===== src/rtl/corescore_stream_fifo.sv =====
`default_nettype none
// ============================================================================
// Module      : corescore_stream_fifo
// Description : Byte-wide AXI-stream style FIFO between the corescore stream
//               source and the UART emitter. Stores {tlast, tdata} entries in
//               a circular buffer with first-word fall-through output.
//               Define CORESCORE_FIFO_PKT_EN to select store-and-forward mode,
//               in which output is held until a complete packet is stored.
//               The FIFO is also released when it becomes full, so that
//               packets longer than DEPTH do not deadlock.
// Revision    : 1.0 - initial release
// ============================================================================
module corescore_stream_fifo #(
    parameter int DEPTH = 16,
    parameter int AW    = $clog2(DEPTH)
) (
    input  logic          i_clk,
    input  logic          i_rst,
    input  logic [7:0]    i_tdata,
    input  logic          i_tlast,
    input  logic          i_tvalid,
    output logic          o_tready,
    output logic [7:0]    o_tdata,
    output logic          o_tlast,
    output logic          o_tvalid,
    input  logic          i_tready,
    output logic [AW:0]   o_level
);

    localparam logic [AW:0]   c_full    = (AW+1)'(DEPTH);
    localparam logic [AW:0]   c_lvl_one = (AW+1)'(1);
    localparam logic [AW-1:0] c_ptr_one = AW'(1);

    // Storage is not reset; the level/valid logic keeps stale entries hidden.
    logic [8:0]    mem_q [DEPTH];

    logic [AW-1:0] wr_ptr_q, wr_ptr_d;
    logic [AW-1:0] rd_ptr_q, rd_ptr_d;
    logic [AW:0]   level_q,  level_d;
    logic          ready_q,  ready_d;

    logic          w_wr_en;
    logic          w_rd_en;
    logic          w_valid;

    // Handshakes only ever look at registered state, so there is no
    // combinational path from i_tvalid to o_tvalid.
    always_comb begin
        w_wr_en = i_tvalid && ready_q;
        w_rd_en = w_valid && i_tready;
    end

    // Pointer and level next-state; pointers wrap naturally at DEPTH.
    always_comb begin
        wr_ptr_d = wr_ptr_q;
        rd_ptr_d = rd_ptr_q;
        level_d  = level_q;
        if (w_wr_en) begin
            wr_ptr_d = wr_ptr_q + c_ptr_one;
        end
        if (w_rd_en) begin
            rd_ptr_d = rd_ptr_q + c_ptr_one;
        end
        case ({w_wr_en, w_rd_en})
            2'b10:   level_d = level_q + c_lvl_one;
            2'b01:   level_d = level_q - c_lvl_one;
            default: level_d = level_q;
        endcase
        // Ready is registered from the next level, so it stays low during
        // reset and rises on the first clock edge after release.
        ready_d = (level_d != c_full);
    end

    // Control state registers with asynchronous reset.
    always_ff @(posedge i_clk or posedge i_rst) begin
        if (i_rst) begin
            wr_ptr_q <= '0;
            rd_ptr_q <= '0;
            level_q  <= '0;
            ready_q  <= 1'b0;
        end else begin
            wr_ptr_q <= wr_ptr_d;
            rd_ptr_q <= rd_ptr_d;
            level_q  <= level_d;
            ready_q  <= ready_d;
        end
    end

    // Entry storage written on an accepted upstream byte.
    always_ff @(posedge i_clk) begin
        if (w_wr_en) begin
            mem_q[wr_ptr_q] <= {i_tlast, i_tdata};
        end
    end

`ifdef CORESCORE_FIFO_PKT_EN
    logic [AW:0] pkt_q, pkt_d;
    logic        w_pkt_inc;
    logic        w_pkt_dec;

    // Count complete packets held; a simultaneous end-of-packet in and out
    // leaves the count unchanged.
    always_comb begin
        w_pkt_inc = w_wr_en && i_tlast;
        w_pkt_dec = w_rd_en && o_tlast;
        case ({w_pkt_inc, w_pkt_dec})
            2'b10:   pkt_d = pkt_q + c_lvl_one;
            2'b01:   pkt_d = pkt_q - c_lvl_one;
            default: pkt_d = pkt_q;
        endcase
    end

    // Packet counter register.
    always_ff @(posedge i_clk or posedge i_rst) begin
        if (i_rst) begin
            pkt_q <= '0;
        end else begin
            pkt_q <= pkt_d;
        end
    end

    // Present data once a whole packet is stored, or when full (release).
    always_comb begin
        w_valid = (level_q != '0) && ((pkt_q != '0) || (level_q == c_full));
    end
`else
    // Cut-through: any stored entry is presented.
    always_comb begin
        w_valid = (level_q != '0);
    end
`endif

    // Output drive: first-word fall-through from the read pointer.
    always_comb begin
        o_tvalid = w_valid;
        o_tready = ready_q;
        o_level  = level_q;
        o_tdata  = mem_q[rd_ptr_q][7:0];
        o_tlast  = mem_q[rd_ptr_q][8];
    end

endmodule
`default_nettype wire


===== config.mk =====
export PLATFORM = sky130hd
export DESIGN_NAME = corescore_stream_fifo
export DESIGN_NICKNAME = d
export VERILOG_FILES = /design/src/rtl/corescore_stream_fifo.sv
export SDC_FILE = /design/constraint.sdc
export NUM_CORES = 1
export LEC_CHECK = 0
export ABC_CLOCK_PERIOD_IN_PS = 3600
export BUFFER_PORTS_ARGS = -buffer_cell sky130_fd_sc_hd__buf_4
export CAP_MARGIN = 20
export CORE_MARGIN = 5
export CORE_UTILIZATION = 49
export DETAILED_ROUTE_END_ITERATION = 16
export PLACE_DENSITY = 0.66
export SETUP_SLACK_MARGIN = 0.3
export SLEW_MARGIN = 20
export SYNTH_ARGS = -nofsm -noshare
export SYNTH_HDL_FRONTEND = slang
export SYNTH_SLANG_ARGS = --single-unit
export TNS_END_PERCENT = 5

===== constraint.sdc =====
create_clock -name i_clk -period 3.6 [get_ports i_clk]
set_clock_uncertainty 0.05 [all_clocks]
set_input_delay 0.18 -clock i_clk [delete_from_list [all_inputs] [get_ports i_clk]]
set_output_delay 0.18 -clock i_clk [all_outputs]
set_load 0.02 [all_outputs]

==> impl_summary.txt <==
----------------------------------------------------
[Status]
  Result of the run ... completed

[Setup path]
  Cell mode on critical path ... ha_1
  Slowest stage delay, CP ... 460 ps
  Cells along the critical path ... nor3_1 > a21boi_1 > ha_1 > ha_1 > a21oi_1 > mux2_2 > o211ai_1 > o2111ai_1
  Critical-path top delay cell ... dfrtp_1
  Data arrival time at the worst-slack endpoint ... between 3000 and 4000 ps
  Required time at the endpoint of the critical path ... approximately 3800 ps
  Type of element launching the critical path ... register
  Critical Path End Type ... register
  CP Max Fanout ... 10
  CP Class ... register to register

[Clock network]
  Clock network latency to the later pin of the worst-skew pair ... 420 ps
  Setup Fix Bufs, Post-CTS ... 0
  TritonCTS clock tree ... built
  Deepest clock path buffer count ... 2
  Clock root buffer master ... clkbuf_16
  Depth of the CTS H-tree ... 4
  Number of buffers added by the clock tree synthesis step ... 17
  Clock-pin slew on the worst setup and hold paths ... 60 ps
  Clock Sink Count ... 158

[Global route]
  Maximum number of pins on one net before global-route repair ... 27
  Number of antenna violations at the first check in global routing ... 0
  Global routing usage summed across all routing layers ... between 15 and 20%
  Via count of the first global-routing pass ... ~3200
  Global-route wire length before repair ... ~18000 um
  GR Util met3 ... 4.67%
  Global routing usage on met2 ... roughly 28%
  Layer with the highest usage after global routing ... met2
  Global route total overflow ... 0
  Met1 routing resource usage after global routing ... 22.6%

[Power and ir drop]
  VDD IR-drop max ... 0.558 mV
  Pleak ... 0.00245 uW
  Internal Dissipation ... 4220 uW
  Clock network fraction of total power ... around 29%
  Pwr/cell area ... approximately 840 nW/um^2
  Switching power of the nets ... 1900 uW
  Combinational cell fraction of total power ... between 30 and 40%
  Sequential share of power ... between 40% and 50%
  Switching Fraction ... between 30 and 40%

[Finish]
  Antenna cell count ... 0
  Fill count ... 959
  Fin cells ... 543
  Area growth, synth to finish ... 16.0%
  Net count of the finished layout ... 381
  Share of cells above drive strength 1 ... 26.7%

[Floorplanning]
  DIE AREA ... 15200 um^2
  Rows ... 41
  Core outline area ... ~13000 um^2
  Overall die height ... ~120 um
  Initial Utilization ... about half
  IO Pins ... 29
  Overall die width ... between 100 and 150 um

[Placed design]
  Port Buffers ... 28
  HPWL after DPL ... 7670 um
  Last weighted congestion value of the routability-driven placer ... roughly 0.80
  Number of cells after detailed placement ... 510

[Synth]
  Post-synthesis sequential element count ... approximately 160
  Part of the Yosys area used for sequential elements ... between 70% and 80%
  Total of warnings raised by yosys ... 0
  Top post-synthesis cells by area ... edfxtp_1 (69%), mux4_2 (13%), dfrtp_1 (5.6%), a22oi_1 (2.1%), ha_1 (1.8%)
  Net Count, Synth ... 342
  Area fraction of the dominant cell type after synthesis ... about 70%
  Cell type contributing the most total cell area after synthesis ... edfxtp_1
  Gate Count Post-Synth ... 319
  Area of the mapped netlist ... between 6000 and 7000 um^2
  Mapped Avg Cell Area ... approximately 20 um^2
  Yosys cell types ... 32

[Timing]
  Worst-case headroom to the max-slew limit ... slightly above 30%
  Count of endpoints failing hold in the final timing report ... 0
  Highest attainable clock frequency ... about 350 MHz
  Final setup TNS ... 0 ps
  Setup repair after global routing missed its margin ... no
  Slew at the pin closest to its max-slew limit ... 1030 ps
  Final setup violation count ... 0
  Fin crit share ... 78.9%
  Total count of max-transition violations in the final report ... 0
  Final Critical Period ... 2840 ps

[Routing]
  Routed vias ... 3041
  Detailed router's first-iteration violation count ... about 280
  Number of remaining DRC errors ... 0
  Total detailed-routing wirelength ... 11800 um
  Routed wire per std cell ... 21.8 um
  Vias per std cell ... approximately 5.6
  First drt pass iteration count ... 4
  Antenna-violating nets left ... 0

[Job]
  # Max-Cap Violations ... 0

[Min path]
  Hold Path Class ... input port to register

----------------------------------------------------
[timing repair]
item	4_1_cts	5_1_grt
endpoints found under the hold margin	14	0
setup endpoints to repair	0	0
resized for setup	0	0
hold buffers	1	0
[metal layers]
layer  vias up  part of all wire (%)
met5         -                     0
met4         0                   1.4
met3         9                   6.0
met2        78                    50
met1      1573                    42
li1       1381                     -
[path summary, 6_finish.rpt]
check	depth (start not counted)	endpoint	slack [ps]	start
min in group asynchronous	3	o_level[1]$_DFF_PP0_	310	i_rst
min reg2reg	1	rd_ptr_q[3]$_DFFE_PP0P_	520	rd_ptr_q[3]$_DFFE_PP0P_
max	8	o_tready$_DFF_PP0_	760	o_level[0]$_DFF_PP0_
max reg2reg	8	o_tready$_DFF_PP0_	760	o_level[0]$_DFF_PP0_
min	1	mem_q[4][8]$_DFFE_PP_	10	i_tlast
max in group asynchronous	3	rd_ptr_q[0]$_DFFE_PP0P_	2800	i_rst
[final cells by class]
class                      instances  area, um^2  area share (%)
sequential                       158        4680            64.1
multi-input combinational        141        1520            20.8
clock buffer                      20         437            5.98
clock inverter                    12         144            1.97
timing repair buffer              35         290            3.98
inverter                           5        18.8           0.257
tap                              172         215            2.95
[cells in the mapped netlist]
cell type	instances
o211ai_1	1
edfxtp_1	144
o21ai_0	3
buf_6	3
xnor2_1	7
mux4_2	36
o311ai_1	1
mux2_2	3
nand3_1	1
nor3_1	6
clkbuf_1	6
xor2_1	2
or4b_1	1
o2111ai_1	1
nand2_1	19
a21oi_1	3
nand2b_1	2
nor2_1	15
nand4_1	3
ha_1	9
nor2b_1	2
fa_1	1
buf_2	3
buf_1	3
dfrtp_1	14
a21o_1	1
nor3b_1	2
a2111o_1	1
inv_1	5
a22oi_1	18
a21boi_1	1
and2_1	2
[worst max-delay path: cells and delay by family (launching register included)]
kind,cells,cell delay (ps)
adder cells (fa/ha/maj),2,810
flip-flops,1,460
AND/OR/NAND/NOR,1,90
AO/OA/AOI/OAI,4,960
multiplexers,1,340
[through the flow]
step           area, um^2  utilization (%)  hold WS (ps)  total power [uW]  worst slack, ps
6_report             7300             57.8          12.8              6120              760
5_1_grt              7300             57.8          14.7              6430              545
4_1_cts              7300             57.8          2.02              6210              703
3_5_place_dp         6710             53.1           212              4450              784
3_3_place_gp         6710             53.1           213              4410              907
2_1_floorplan        6290                -          19.2              3800              969
[sequential cells by signal, summed over array words and instances (netlist names)]
name	flops
o_level	5
mem_q	144
o_tready	1
rd_ptr_q	4
wr_ptr_q	4
[placed cells by master (no fill, tap or decap), drive strengths merged]
cell type	netlist	final
edfxtp	144	144
mux4	36	36
buf	9	34
clkbuf	6	20
nand2	19	19
a22oi	18	18
nor2	15	15
dfrtp	14	14
ha	9	9
xnor2	7	7
clkinv	0	7
nor3	6	6
inv	5	6
mux2	3	3
a21oi	3	3
o21ai	3	3
nand4	3	3
bufinv	0	3
and2	2	2
xor2	2	2
nor2b	2	2
nor3b	2	2
nand2b	2	2
a21boi	1	1
a21o	1	1
or4b	1	1
o311ai	1	1
nand3	1	1
a2111o	1	1
o211ai	1	1
o2111ai	1	1
fa	1	1
clkinvlp	0	1
dlygate4sd3	0	1
[power by group through the flow]
stage / Combinational (uW) / Clock (uW) / Sequential [uW]
floorplan: 1380 / 0 / 2420
global placement: 1900 / 0 / 2510
detailed placement: 1920 / 0 / 2530
CTS: 1930 / 1790 / 2490
global route: 2030 / 1870 / 2520
finish: 1890 / 1750 / 2490
[cells by family after synthesis]
| kind of cell | Yosys count | share of synthesized area (%) |
|---|---|---|
| muxes | 39 | 13.4 |
| AOI/OAI and AO/OA | 30 | 3.44 |
| xor gates and xnor gates | 9 | 1.25 |
| adders and majority gates | 10 | 2.11 |
| and+or+nand+nor | 53 | 3.88 |
| buffers and inverters | 20 | 1.61 |
| DFF | 158 | 74.3 |
Note: power is estimated with default switching activity, not from simulation.
